--- src/rtl/mod997_pkg.sv ---
// Shared constants, FSM state type and helpers
// for the serial mod-997 reducer.
package mod997_pkg;

    localparam int MODULUS = 997;
    localparam int RES_W   = 10;
    localparam int CHUNK_W = 6;

    typedef enum logic [1:0] {
        IDLE,
        RUN,
        DONE
    } state_t;

    function automatic int step_count(
        input int n_bits,
        input int chunk
    );
        return n_bits / chunk;
    endfunction

endpackage

--- src/rtl/mod997_serial_reducer_if.sv ---
// Operand/result valid-ready bundle for the
// serial mod-997 reducer.
interface mod997_serial_reducer_if #(
    parameter int N_BITS = 300
);
    import mod997_pkg::*;

    logic              in_valid;
    logic              in_ready;
    logic [N_BITS-1:0] in_data;
    logic              out_valid;
    logic              out_ready;
    logic [RES_W-1:0]  out_res;

    modport master (
        output in_valid,
        output in_data,
        output out_ready,
        input  in_ready,
        input  out_valid,
        input  out_res
    );

    modport slave (
        input  in_valid,
        input  in_data,
        input  out_ready,
        output in_ready,
        output out_valid,
        output out_res
    );

endinterface

--- src/rtl/mod997_step.sv ---
// One reduction step: (acc*64 + c) mod 997.
// acc*64 + c is exactly {acc, c}, at most 16 bits.
module mod997_step
    import mod997_pkg::*;
(
    input  logic [RES_W-1:0]   acc,
    input  logic [CHUNK_W-1:0] c,
    output logic [RES_W-1:0]   res
);

    logic [15:0] t;

    assign t   = {acc, c};
    assign res = RES_W'(t % 16'(MODULUS));

endmodule

--- src/rtl/mod997_serial_reducer.sv ---
// Serial X mod 997, CHUNK bits per cycle, MSB first.
// Optional out_zero flag: define MOD997_ZERO_FLAG_EN.
module mod997_serial_reducer
    import mod997_pkg::*;
#(
    parameter int N_BITS = 300,
    parameter int CHUNK  = 6
) (
    input  logic clk,
    input  logic rst,
    mod997_serial_reducer_if.slave bus
`ifdef MOD997_ZERO_FLAG_EN
    ,
    output logic out_zero
`endif
);

    localparam int STEPS = step_count(N_BITS, CHUNK);
    localparam int CNT_W = $clog2(STEPS + 1);

    state_t            state_q;
    state_t            state_d;
    logic [N_BITS-1:0] sreg_q;
    logic [RES_W-1:0]  acc_q;
    logic [RES_W-1:0]  res_q;
    logic [RES_W-1:0]  step_res;
    logic [CNT_W-1:0]  cnt_q;
    logic              last_step;
    logic              accept;

    assign last_step = (cnt_q == CNT_W'(STEPS - 1));
    assign accept    = (state_q == IDLE) && bus.in_valid;

    mod997_step u_step (
        .acc (acc_q),
        .c   (sreg_q[N_BITS-1 -: CHUNK]),
        .res (step_res)
    );

    // State register
    always_ff @(posedge clk) begin
        if (rst) begin
            state_q <= IDLE;
        end else begin
            state_q <= state_d;
        end
    end

    // Next state and handshake outputs
    always_comb begin
        state_d       = state_q;
        bus.in_ready  = 1'b0;
        bus.out_valid = 1'b0;
        unique case (state_q)
            IDLE: begin
                bus.in_ready = 1'b1;
                if (bus.in_valid) begin
                    state_d = RUN;
                end
            end
            RUN: begin
                if (last_step) begin
                    state_d = DONE;
                end
            end
            DONE: begin
                bus.out_valid = 1'b1;
                if (bus.out_ready) begin
                    state_d = IDLE;
                end
            end
            default: state_d = IDLE;
        endcase
    end

    // Load on acceptance, then one chunk per RUN cycle
    always_ff @(posedge clk) begin
        if (rst) begin
            sreg_q <= '0;
            acc_q  <= '0;
            cnt_q  <= '0;
            res_q  <= '0;
        end else if (accept) begin
            sreg_q <= bus.in_data;
            acc_q  <= '0;
            cnt_q  <= '0;
        end else if (state_q == RUN) begin
            sreg_q <= sreg_q << CHUNK;
            acc_q  <= step_res;
            cnt_q  <= cnt_q + 1'b1;
            if (last_step) begin
                res_q <= step_res;
            end
        end
    end

    assign bus.out_res = res_q;

`ifdef MOD997_ZERO_FLAG_EN
    assign out_zero = !rst && bus.out_valid
                      && (res_q == '0);
`endif

endmodule

--- src/flat_wrapper.sv ---
// flat-port wrapper written by rule: the top's interface ports become plain ports
module mod997_serial_reducer_flat import mod997_pkg::*;
#(
    parameter int N_BITS = 300,
    parameter int CHUNK  = 6
)
  (clk, rst, bus_in_valid, bus_in_data, bus_out_ready, bus_in_ready, bus_out_valid, bus_out_res);
  mod997_serial_reducer_if #(.N_BITS(N_BITS)) bus_i ();
  input  logic clk;
  input  logic rst;
  input wire logic [$bits(bus_i.in_valid)-1:0] bus_in_valid;
  input wire logic [$bits(bus_i.in_data)-1:0] bus_in_data;
  input wire logic [$bits(bus_i.out_ready)-1:0] bus_out_ready;
  output wire logic [$bits(bus_i.in_ready)-1:0] bus_in_ready;
  output wire logic [$bits(bus_i.out_valid)-1:0] bus_out_valid;
  output wire logic [$bits(bus_i.out_res)-1:0] bus_out_res;
  assign bus_i.in_valid = bus_in_valid;
  assign bus_i.in_data = bus_in_data;
  assign bus_i.out_ready = bus_out_ready;
  assign bus_in_ready = bus_i.in_ready;
  assign bus_out_valid = bus_i.out_valid;
  assign bus_out_res = bus_i.out_res;
  mod997_serial_reducer #(.N_BITS(N_BITS), .CHUNK(CHUNK)) u_core (.clk(clk), .rst(rst), .bus(bus_i));
endmodule
--- config.mk ---
export PLATFORM = sky130hd
export DESIGN_NAME = mod997_serial_reducer_flat
export DESIGN_NICKNAME = d
export VERILOG_FILES = /design/src/rtl/mod997_pkg.sv /design/src/rtl/mod997_serial_reducer_if.sv /design/src/rtl/mod997_step.sv /design/src/rtl/mod997_serial_reducer.sv /design/src/flat_wrapper.sv
export SDC_FILE = /design/constraint.sdc
export NUM_CORES = 1
export LEC_CHECK = 0
export CORE_UTILIZATION = 45
export CTS_CLUSTER_DIAMETER = 80
export DETAILED_ROUTE_END_ITERATION = 16
export PLACE_DENSITY = 0.71
export SYNTH_ARGS = -nofsm -noshare
export SYNTH_HDL_FRONTEND = slang
export SYNTH_SLANG_ARGS = --single-unit
--- constraint.sdc ---
create_clock -name clk -period 21.8 [get_ports clk]
set_input_delay 4.36 -clock clk [delete_from_list [all_inputs] [get_ports clk]]
set_output_delay 4.36 -clock clk [all_outputs]
set_load 0.02 [all_outputs]
## After elaboration in Yosys (flattened, before gate mapping)

Index checks and enable logic that the tools add are counted.

| storage, ports and cells | value |
|---|---|
| register bits | 328 |
| bits in latches | 0 |
| memory bits (writable) | 0 |
| ROM bits | 0 |
| bits of input ports | 304 |
| output and inout port bits | 12 |
| word-level logic and storage cells | 28 |
| memories kept | 0 |

| operators by class | value |
|---|---|
| add/sub/neg operators | 1 |
| multipliers | 0 |
| div/mod/pow operators | 1 |
| $lt $le $gt $ge | 0 |
| equality and inequality tests | 6 |
| shift-type cells | 0 |
| multiplexer cells | 8 |
| bitwise operators | 1 |
| reductions and logical operators | 6 |

Operators with widths:

| kind | count |
|---|---|
| $mux W300 | 2 |
| $mod A16 B10 Y16 const B | 1 |
| $add A6 B1 Y6 const B | 1 |
| $eq A6 B6 Y1 const B | 1 |
| $mux W2 | 3 |
| $pmux W2 S3 | 1 |
| $reduce_and A3 Y1 | 2 |
| $ne A2 B2 Y1 const B | 2 |
| $eq A2 B1 Y1 const B | 1 |
| $eq A2 B2 Y1 const B | 1 |
| $logic_not A2 Y1 | 1 |
| $mux W1 | 2 |
| $ne A2 B1 Y1 const B | 1 |
| $reduce_bool A2 Y1 | 1 |
| $reduce_or A2 Y1 | 1 |
| $logic_and A1 B1 Y1 | 1 |
| $not A1 Y1 | 1 |

## Logic depth before layout (Yosys ltp)

Gate-level depths: netlist (run 1).

| logic depth | value |
|---|---|
| depth after elaboration | 4 |
| gate-level depth with buffers | 34 |
| mapped depth without buffers | 30 |

## Cells and area by module

A second synthesis (run 1) with hierarchy kept.

| unflattened totals | value |
|---|---|
| cell total of the unflattened synthesis | 2,250 |
| area, all modules | 18,151.2 um^2 |

By module, submodules not included:

| module | instances | cells an instance | area an instance (um^2) |
|---|---|---|---|
| mod997_serial_reducer | 1 | 1,808 | 15,034.4 |
| mod997_step | 1 | 442 | 3,116.7 |

## Worst setup path after synthesis (run 1)

OpenSTA, ideal clock, no wires.

| timing path | value |
|---|---|
| path type | register to register |
| from | register u_core.acc_q[2] |
| to | register u_core.acc_q[1] |
| library setup time | 0.079 ns |
| arrival | 7.125 ns |
| setup slack | 14.596 ns |
| stages on the path, launching flop included | 30 |
| clock period less this slack | 7.204 ns |
| cells stage by stage | dfxtp_1 -> buf_2 -> nor2_1 -> and2_1 -> o221ai_1 -> or4_1 -> buf_4 -> nor3_2 -> a21boi_4 -> o211a_1 -> buf_6 -> nand4b_2 -> o311a_1 -> a221oi_4 -> o211ai_2 -> a31oi_2 -> xnor2_1 -> ha_1 -> or4_1 -> a211oi_1 -> nand4_1 -> nand3_1 -> nor3_1 -> o41a_1 -> or4_1 -> o41a_4 -> a2111oi_4 -> nor2_1 -> mux2_4 -> a211oi_2 |

| on the way | value |
|---|---|
| cells in the longest elaborated chain, start to end | 1 |

RTL lines:

| element | line | source |
|---|---|---|
| start, declared | mod997_serial_reducer.sv:24 | `logic [RES_W-1:0] acc_q;` |
| start signal, assigned | mod997_serial_reducer.sv:89 | `acc_q <= step_res;` |
| $mod A16 B10 Y16 | mod997_step.sv:14 | `assign res = RES_W'(t % 16'(MODULUS));` |

No other way between the ends.
A chain may end at the register's enable or synchronous reset.

## Worst setup path in the final report (run 1)

| timing path | value |
|---|---|
| from | register u_core.acc_q[0] |
| to | register u_core.acc_q[1] |

The elaborated chain is that of the path after synthesis.

==> reports/results.ini, run 1 <==
[layout]
drive_gt1_share_pct=6.55
final_area_sq_um=20100
layout_common_cells=355 x nand2_1, 336 x a21oi_1, 328 x dfxtp_1, 314 x clkdlybuf4s50_1, 296 x a22oi_1
multi_input_area_sq_um=8340
final_common_cell=nand2_1
fill_cells=3082
fin_nets=2423
syn_to_final_growth_pct=28.6
finalNonFillerCells=2592
ff_latch_area_sq_um=6570

[flow_run]
cap_violations=0

[synthesis]
ys_types=100
synthCells=1908
synth_warnings=0
synth-async-reset-ratio_pct=0
synth-seq-area-share_pct=42.1
ys.flop_type=dfxtp_1
ys_ff_latch=328
synth_top_area_share_pct=42.1
synth_edf_count=0
synth_area_leader_cell=dfxtp_1
syn_avg_cell_area_sq_um=8.18
synth_area_leaders=dfxtp_1 42%, a22oi_1 14%, a21oi_1 11%, nand2_1 8.5%, clkbuf_1 3.5%
syn_nets=2218
syn_area_sq_um=15600

[route]
drtAntennaViolNets=0
via_per_inst=5.82
drt_iter0_markers=1408
drc_errors=0
post_drt_wl_per_cell_um=19.0
wl_um=49200
firstDrtPassIters=6
vias=15100

[floorplan]
start_util_pct=46.2
die-width_um=188
die_area_sq_um=35400
die_y_um=188
core_area_sq_um=33800
pin_count=316
rows=67

[clock_tree]
clock_sinks=328
cts_made_buffers=38
root_buffer=clkbuf_16
htree_levels=2
cts.repair.resized=0
cts_tree=yes
postCtsHoldBufs=0
clock_path_buffers=3
clock_latency_ns=0.53
clk_pin_slew_ns=0.07
cts_setup_buffers=0

[setup_path]
required_ns=22.25
start_kind=flop
cp-end-kind=flop
crit_arrival_ns=9.28
critical_path_class=flop to flop
path_max_fanout=18

[timing]
finClkSkew_ns=0.0306
finalHoldViolCount=0
fin_tns_setup_ns=0
tightestPinTransition_ns=1.17
fmax_ghz=0.113
slew_headroom_pct=22.0
fin_crit_sh_pct=40.5
slew_violations=0
hold_slack_ns=0.453
finalCriticalPeriod_ns=8.83
finalSetupViolCount=0
rsz0062_at_grt=no

[grt]
grt_usage_pct=26.7
grt_pass1_wl_um=77400
grt_overflow=0
antenna_found_initial=7
grt_max_degree=144
grt_pass1_vias=14300

[placement]
place_hpwl_um=33700
io_buffers=315
routabilityCongestion=0.874
place_area_sq_um=18800
placed_cells=2521

[power]
p_leak_uw=0.00687
finalPower_uw=1610
vdd_drop_max_uv=65.9
power_density_nw_per_um2=80.2

[min_path]
min_path_type=flop to flop

[outcome]
outcome=finished, final reports clean

-- state kept, by name, summed over array words and instances, names as in the netlist --
signal	count
u_core.cnt_q	6
u_core.acc_q	10
u_core.state_q	2
u_core.sreg_q	300
u_core.bus.out_res	10
-- metrics by stage --
step                utilization (%)  setup WS (ns)
floorplan                         -          14.60
global placement               55.6          13.25
detailed placement             55.6          13.11
CTS                            59.4          13.05
global route                   59.4          12.38
finish                         59.4          12.97
-- cell usage after synthesis, types with 9 or more instances --
cell,count
nor2_1,65
xnor2_1,26
a22oi_1,296
nor3_1,15
a211oi_1,23
clkbuf_1,147
a31oi_1,10
a21oi_1,336
nand3_1,29
o211ai_1,10
o21ai_0,28
nand2_1,355
dfxtp_1,328
nand2b_1,9
inv_1,13
-- power by group --
group | internal (uW) | switching [uW]
Combinational | 125 | 169
Sequential | 641 | 28.6
Clock | 387 | 259
Total | 1150 | 457
-- cell type report --
cell class                 instances  share of cell area, %
clock buffer                      53                   5.42
sequential                       328                   32.7
clock inverter                    13                  0.935
inverter                          13                  0.243
tap                              448                   2.79
multi-input combinational       1403                   41.6
timing repair buffer             329                   16.3
antenna                            5                 0.0623
-- per-layer routing --
metal	vias up	routed length (um)	track usage, %	part of all wire (%)
li1	7438	-	-	-
met2	429	23700	44.6	48
met5	-	39	0	0.079
met4	6	1210	7.72	2.4
met3	73	3470	6.63	7.0
met1	7137	20900	34.0	42
-- cell families (layout without fill, tap and decap cells) --
kind of cell / Yosys count / in the layout / synth area share [%]
AOI/OAI and AO/OA: 808 / 808 / 35.1
xor gates and xnor gates: 34 / 34 / 1.96
adders and majority gates: 9 / 9 / 0.698
buffers and inverters: 177 / 408 / 4.55
DFF: 328 / 328 / 42.1
muxes: 5 / 5 / 0.369
other: 0 / 5 / 0
and+or+nand+nor: 547 / 547 / 15.3
-- final timing paths --
check	startpoint	end	slack [ns]	cells past startpoint
hold reg to reg	u_core.sreg_q[232]$_SDFFE_PP0P_	u_core.sreg_q[232]$_SDFFE_PP0P_	0.45	2
setup / recovery	u_core.acc_q[0]$_SDFFE_PP0P_	u_core.acc_q[1]$_SDFFE_PP0P_	12.97	26
hold / removal	u_core.sreg_q[232]$_SDFFE_PP0P_	u_core.sreg_q[232]$_SDFFE_PP0P_	0.45	2
setup reg to reg	u_core.acc_q[0]$_SDFFE_PP0P_	u_core.acc_q[1]$_SDFFE_PP0P_	12.97	26
-- critical path, stage by stage (launching register included) --
cell and delay [ns]:
dfxtp_1 0.74, o21a_2 0.31, nor4_1 0.08, a41o_1 0.21, or4_1 0.75, or2_0 0.32, a221oi_1 0.49, a21o_1 0.24
and2b_1 0.25, a31oi_2 0.65, nand3_1 0.17, nand2_1 0.31, a31oi_2 0.20, xnor2_1 0.25, ha_1 0.29, or4_1 0.60
a211oi_1 0.26, nand4_1 0.12, nand3_1 0.11, nor3_1 0.07, o41a_1 0.52, or4_1 0.50, o41a_4 0.18, a2111oi_4 0.45
nor2_1 0.11, mux2_4 0.33, a211oi_2 0.21
Power figures use the tool's default switching activity.
==> run 2: changes to the inputs <==
Clock period 21.8 ns to 8.35 ns, I/O delays scaled along.
==> run 2 against run 1 <==
Sequential power grew to 2.6 times the previous value; clock power grew to 2.7 times the previous value; first-iteration DRC count shrank 19%; core utilization up 0.73 points; critical path type unchanged; largest cell class unchanged; largest power group unchanged.
==> reports/results.ini, run 2 (same netlist as run 1, synthesis figures left out) <==
[route]
vias=15300  ; was 15100
drtAntennaViolNets=0  ; unchanged
via_per_inst=5.86  ; was 5.82
drc_errors=0  ; unchanged
drt_iter0_markers=1147  ; was 1408
firstDrtPassIters=6  ; unchanged
post_drt_wl_per_cell_um=18.8  ; was 19.0 um
wl_um=49100  ; was 49200 um

[clock_tree]
cts_tree=yes  ; unchanged
cts_made_buffers=37  ; was 38
clk_pin_slew_ns=0.06  ; was 0.07 ns
clock_path_buffers=3  ; unchanged
clock_latency_ns=0.53  ; about the same
root_buffer=clkbuf_16  ; unchanged
clock_sinks=328  ; unchanged
htree_levels=2  ; unchanged

[floorplan]
core_area_sq_um=33800  ; unchanged
die-width_um=188  ; unchanged
rows=67  ; unchanged
die_area_sq_um=35400  ; unchanged
pin_count=316  ; unchanged
start_util_pct=46.2  ; unchanged
die_y_um=188  ; unchanged

[grt]
grt_pass1_wl_um=77500  ; was 77400 um
grt_usage_pct=26.8  ; was 26.7%
grt_pass1_vias=14600  ; was 14300
grt_overflow=0  ; unchanged
grt_max_degree=226  ; was 144
antenna_found_initial=6  ; was 7

[setup_path]
path_max_fanout=13  ; was 18
cp-end-kind=flop  ; unchanged
critical_path_class=flop to flop  ; unchanged
r2r_cells=28  ; was 26
required_ns=8.79  ; was 22.25 ns
r2r-end=u_core.acc_q[1]$_SDFFE_PP0P_  ; unchanged
cpMostUsedCell=buf_4  ; was or4_1
r2r_slack_ns=0.49  ; was 12.97 ns
slowest_stage=or4_4  ; was or4_1
crit_arrival_ns=8.30  ; was 9.28 ns
cpPeakStageDelay_ns=0.67  ; was 0.75 ns
start_kind=flop  ; unchanged
rr_startpoint=u_core.acc_q[0]$_SDFFE_PP0P_  ; unchanged

[outcome]
outcome=finished, final reports clean  ; unchanged

[power]
p_leak_uw=0.00700  ; was 0.00687 uW
power_density_nw_per_um2=211  ; was 80.2 nW/um^2
vdd_drop_max_uv=150  ; was 65.9 uV

[layout]
final_common_cell=nand2_1  ; unchanged
top_register=u_core.sreg_q  ; unchanged
fill_cells=3046  ; was 3082
drive_gt1_share_pct=7.60  ; was 6.55%
syn_to_final_growth_pct=30.2  ; was 28.6%
ff_latch_area_sq_um=6570  ; unchanged
fin_nets=2441  ; was 2423
multi_input_area_sq_um=8380  ; was 8340 sq um
layout_common_cells=355 x nand2_1, 336 x a21oi_1, 328 x dfxtp_1, 314 x clkdlybuf4s50_1, 296 x a22oi_1  ; unchanged
largest_register_ffs=300  ; unchanged

[flow_run]
cap_violations=0  ; unchanged

[min_path]
hold_end=u_core.sreg_q[232]$_SDFFE_PP0P_  ; unchanged
min_path_type=flop to flop  ; unchanged
hold_depth=2  ; unchanged
hold_start=u_core.sreg_q[232]$_SDFFE_PP0P_  ; unchanged

[placement]
routabilityCongestion=0.894  ; was 0.874
place_hpwl_um=33200  ; was 33700 um
io_buffers=315  ; unchanged

[timing]
finalCriticalPeriod_ns=7.86  ; was 8.83 ns
finalHoldViolCount=0  ; unchanged
slew_violations=0  ; unchanged
hold_slack_ns=0.451  ; was 0.453 ns
slew_headroom_pct=32.4  ; was 22.0%
fmax_ghz=0.127  ; was 0.113 GHz
rsz0062_at_grt=no  ; unchanged
finalSetupViolCount=0  ; unchanged
fin_tns_setup_ns=0  ; unchanged
tightestPinTransition_ns=1.01  ; was 1.17 ns
finClkSkew_ns=0.0259  ; was 0.0306 ns
fin_crit_sh_pct=94.1  ; was 40.5%

run 2: layout make-up:
cell class                      count  area share [%]
Multi-Input combinational cell   1403            41.2
Sequential cell                   328            32.3
Timing Repair Buffer              348            16.9
Clock buffer                       49            5.13
Tap cell                          448            2.76
Clock inverter                     16            1.31
Inverter                           13           0.240
Antenna cell                        5          0.0616
run 2: how the worst max path moves through the flow:
stage / startpoint / endpoint
finish: u_core.acc_q[0]$_SDFFE_PP0P_ / u_core.acc_q[1]$_SDFFE_PP0P_
global route: u_core.acc_q[0]$_SDFFE_PP0P_ / u_core.acc_q[1]$_SDFFE_PP0P_
global placement: u_core.acc_q[0]$_SDFFE_PP0P_ / u_core.acc_q[1]$_SDFFE_PP0P_
CTS: u_core.acc_q[0]$_SDFFE_PP0P_ / u_core.acc_q[1]$_SDFFE_PP0P_
floorplan: u_core.acc_q[2]$_SDFFE_PP0P_ / u_core.acc_q[1]$_SDFFE_PP0P_
detailed placement: u_core.acc_q[0]$_SDFFE_PP0P_ / u_core.acc_q[1]$_SDFFE_PP0P_
run 2: power by group:
group / internal [uW] / leakage [uW] / total [uW] / switching, uW
clock network: 1070 / 0.000637 / 1740 / 671
logic: 341 / 0.00367 / 794 / 453
registers: 1670 / 0.00269 / 1740 / 68.8
run 2: metal layers:
metal	up-vias	part of all wire, %	GRT usage (%)
li1	7481	-	-
met5	-	0.035	0
met1	7264	42	33.8
met4	2	3.0	9.51
met3	87	6.8	6.31
met2	451	48	44.5
run 2: critical path: cells and delay by family (launching register included):
family / cells / cell delay, ns
flops: 1 / 0.37
simple gates: 7 / 1.96
xor+xnor: 1 / 0.14
compound gates: 15 / 4.15
fa+ha+maj: 1 / 0.22
buf+inv: 3 / 0.56
mux: 1 / 0.33
run 2: through the flow:
stage               worst slack (ns)  power (uW)  instance area, sq um  cells  util (%)
CTS                            0.374        4300                 20300   2605      60.0
global placement               0.543        2550                 19000   2540      56.1
detailed placement             0.391        2560                 19000   2540      56.1
global route                 0.00565        4470                 20300   2609      60.1
floorplan                       1.15        2250                 15600   1908         -
finish                         0.490        4280                 20300   2610      60.1
run 2: what timing repair did:
action	in CTS	in global routing
setup buffers	0	0
hold buffers	0	0
setup endpoints to repair	0	20
gates resized for setup	0	7
hold endpoints to repair	0	0
==> run 3: changes to the inputs <==
Settings changed: PLACE_DENSITY 0.71 to 0.7, SLEW_MARGIN set to 25, SYNTH_HIERARCHICAL set to 1.
==> run 3 against run 2 <==
Final area increased by 10%; clock-buffer cell count rose by 6; combinational power down 8.1%; register-to-register slack improved by 0.05 ns; highest routed layer unchanged; wire length increased by 19%; sequential share of layout area decreased by 2.9 points; area after synthesis rose by 16%; non-clock buffer count increased by 8.
==> reports/results.ini, run 3 <==
[synthesis]
synth_top_family_by_area=compound AO/OA/AOI/OAI gates  ; unchanged
ys_types=116  ; was 100
synthCells=2250  ; was 1908
synth_xor_xnor_area_share_pct=1.81  ; was 1.96%
synthSimpleGateAreaFrac_pct=13.1  ; was 15.3%
synth-async-reset-ratio_pct=0  ; unchanged
synth_edf_count=0  ; unchanged
synth_top_area_share_pct=36.2  ; was 42.1%
synth_area_leaders=dfxtp_1 36%, o2bb2ai_1 13%, a21oi_1 8.9%, o21ai_0 7.4%, nor2_1 6.9%  ; was dfxtp_1 42%, a22oi_1 14%, a21oi_1 11%, nand2_1 8.5%, clkbuf_1 3.5%
synth-compound-area-share_pct=39.6  ; was 35.1%
synth_fa_ha_area_share_pct=0.593  ; was 0.698%
synth-seq-area-share_pct=36.2  ; was 42.1%
ys_ff_latch=328  ; unchanged
syn_area_sq_um=18200  ; was 15600 sq um
synthTopCellsByCount=332 x nor2_1, 328 x dfxtp_1, 323 x a21oi_1, 274 x o2bb2ai_1, 269 x o21ai_0  ; was 355 x nand2_1, 336 x a21oi_1, 328 x dfxtp_1, 296 x a22oi_1, 147 x clkbuf_1
syn_avg_cell_area_sq_um=8.07  ; was 8.18 sq um
synth_mux_area_share_pct=1.67  ; was 0.369%
yosysMostFrequentCell=nor2_1  ; was nand2_1
syn_nets=2560  ; was 2218
synth_area_leader_cell=dfxtp_1  ; unchanged
ys.flop_type=dfxtp_1  ; unchanged
synth_warnings=6  ; was 0

[route]
vias=17900  ; was 15300
drt_iter0_markers=1663  ; was 1147
wl_um=58400  ; was 49100 um
post_drt_wl_per_cell_um=19.6  ; was 18.8 um
drtAntennaViolNets=0  ; unchanged
firstDrtPassIters=5  ; was 6
via_per_inst=6.00  ; was 5.86
drc_errors=0  ; unchanged

[timing]
finalSetupViolCount=0  ; unchanged
fin_tns_setup_ns=0  ; unchanged
fmax_ghz=0.128  ; was 0.127 GHz
fin_crit_sh_pct=93.5  ; was 94.1%
tightestPinTransition_ns=1.09  ; was 1.01 ns
hold_slack_ns=0.463  ; was 0.451 ns
finalCriticalPeriod_ns=7.81  ; was 7.86 ns
slew_violations=0  ; unchanged
finalWorstSetupSlack_ns=0.540  ; was 0.490 ns
finClkSkew_ns=0.0266  ; was 0.0259 ns
finalHoldViolCount=0  ; unchanged
slew_headroom_pct=27.1  ; was 32.4%

[grt]
grt_max_degree=217  ; was 226
grt_usage_pct=26.9  ; was 26.8%
grt_overflow=0  ; unchanged
grt_pass1_vias=16800  ; was 14600
antenna_found_initial=14  ; was 6
grt_pass1_wl_um=91300  ; was 77500 um

[min_path]
min_path_type=flop to flop  ; unchanged
hold_depth=2  ; unchanged
hold_start=u_core/bus.out_res[1]$_SDFFE_PP0P_  ; was u_core.sreg_q[232]$_SDFFE_PP0P_

[flow_run]
cap_violations=0  ; unchanged

[clock_tree]
clock_sinks=328  ; unchanged
clock_latency_ns=0.57  ; was 0.53 ns
cts_made_buffers=38  ; was 37
postCtsHoldBufs=0  ; unchanged
clock_path_buffers=3  ; unchanged
clk_pin_slew_ns=0.06  ; about the same
cts_tree=yes  ; unchanged
htree_levels=2  ; unchanged
root_buffer=clkbuf_16  ; unchanged

[floorplan]
start_util_pct=45.7  ; was 46.2%
rows=73  ; was 67
die_y_um=203  ; was 188 um
core_area_sq_um=39700  ; was 33800 sq um
die_area_sq_um=41100  ; was 35400 sq um
die-width_um=203  ; was 188 um
pin_count=316  ; unchanged

[setup_path]
path_max_fanout=9  ; was 13
required_ns=8.85  ; was 8.79 ns
rr_startpoint=u_core/acc_q[8]$_SDFFE_PP0P_  ; was u_core.acc_q[0]$_SDFFE_PP0P_
cpMostUsedCell=xnor2_1  ; was buf_4
critical_path_class=flop to flop  ; unchanged
start_kind=flop  ; unchanged
critPathLaunch=u_core/acc_q[8]$_SDFFE_PP0P_  ; was u_core.acc_q[0]$_SDFFE_PP0P_
slowest_stage=or4_1  ; was or4_4
r2r_slack_ns=0.54  ; was 0.49 ns
cp-end-kind=flop  ; unchanged
crit_arrival_ns=8.31  ; was 8.30 ns
r2r_cells=34  ; was 28
cpPeakStageDelay_ns=0.55  ; was 0.67 ns

[placement]
place_hpwl_um=36600  ; was 33200 um
routabilityCongestion=0.845  ; was 0.894
post-place-ws_ns=0.157  ; was 0.391 ns
placed_cells=2902  ; was 2540
io_buffers=315  ; unchanged

[layout]
finalNonFillerCells=2984  ; was 2610
largest_register_ffs=300  ; unchanged
syn_to_final_growth_pct=23.3  ; was 30.2%
layout_common_cells=332 x nor2_1, 323 x a21oi_1, 320 x dfxtp_1, 314 x clkdlybuf4s50_1, 274 x o2bb2ai_1  ; was 355 x nand2_1, 336 x a21oi_1, 328 x dfxtp_1, 314 x clkdlybuf4s50_1, 296 x a22oi_1
fin_nets=2732  ; was 2441
top_register=u_core/sreg_q  ; was u_core.sreg_q
final_common_cell=nor2_1  ; was nand2_1
drive_gt1_share_pct=7.06  ; was 7.60%

[power]
p_leak_uw=0.00791  ; was 0.00700 uW
power_density_nw_per_um2=184  ; was 211 nW/um^2
vdd_drop_max_uv=124  ; was 150 uV

[outcome]
outcome=finished, final reports clean  ; unchanged

[run 3: cell types whose count changed after synthesis, sizes merged, moves of 19 or more]
cell,change
a211oi,-19
a22oi,-292
a2bb2oi,+21
buf,+118
clkbuf,-57
mux2i,+21
nand2,-266
nor2,+264
o21ai,+265
o221a,+21
o2bb2ai,+273
[run 3: timing repair]
item,CTS,global route
setup endpoints to repair,0,20
buffers inserted,0,4
gates resized for setup,0,13
[run 3: cell type report]
| type | count | area, sq um |
|---|---|---|
| Fill cell | 3726 | 17300 |
| Multi-Input combinational cell | 1685 | 10300 |
| Sequential cell | 328 | 6580 |
| Timing Repair Buffer | 356 | 3510 |
| Clock buffer | 55 | 1070 |
| Tap cell | 525 | 657 |
| Clock inverter | 14 | 124 |
| Inverter | 13 | 76.3 |
| Antenna cell | 8 | 20.0 |
[run 3: worst max-delay path: cells and delay by family, from the launching register on]
kind,cells,cell delay (ns)
simple gates,14,2.83
compound gates,11,2.57
xor+xnor,3,0.60
mux,2,0.57
fa+ha+maj,2,0.48
flops,1,0.45
buf+inv,2,0.22
[run 3: worst paths after layout]
path,endpoint
hold reg to reg,u_core/bus.out_res[1]$_SDFFE_PP0P_
setup / recovery,u_core/bus.out_res[3]$_SDFFE_PP0P_
hold / removal,u_core/bus.out_res[1]$_SDFFE_PP0P_
setup reg to reg,u_core/bus.out_res[3]$_SDFFE_PP0P_
[run 3: where the power goes]
part | switching [uW] | internal, uW
Clock | 697 | 907
Combinational | 385 | 345
Sequential | 81.9 | 1700
[run 3: cells by family (layout without fill, tap and decap cells)]
| family | Yosys count | in the layout |
|---|---|---|
| mux | 28 | 28 |
| buf+inv | 238 | 438 |
| xor+xnor | 34 | 34 |
| compound gates | 1074 | 1075 |
| simple gates | 539 | 539 |
| fa+ha+maj | 9 | 9 |
| flops | 328 | 328 |
| other cells | 0 | 8 |
[run 3: routing by layer]
layer | track usage (%) | up-vias | wire length, um | part of all wire (%)
li1 | - | 8671 | - | -
met1 | 36.8 | 8571 | 26300 | 45
met2 | 42.0 | 554 | 27000 | 46
met3 | 6.28 | 85 | 3770 | 6.5
met4 | 8.11 | 10 | 1190 | 2.0
met5 | 0 | - | 81 | 0.14
[run 3: metrics by stage]
stage | instance area [sq um] | utilization (%) | total power [uW]
floorplan | 18200 | - | 2270
global placement | 21100 | 53.0 | 2520
detailed placement | 21100 | 53.1 | 2530
CTS | 22300 | 56.1 | 4140
global route | 22400 | 56.3 | 4310
finish | 22400 | 56.3 | 4120
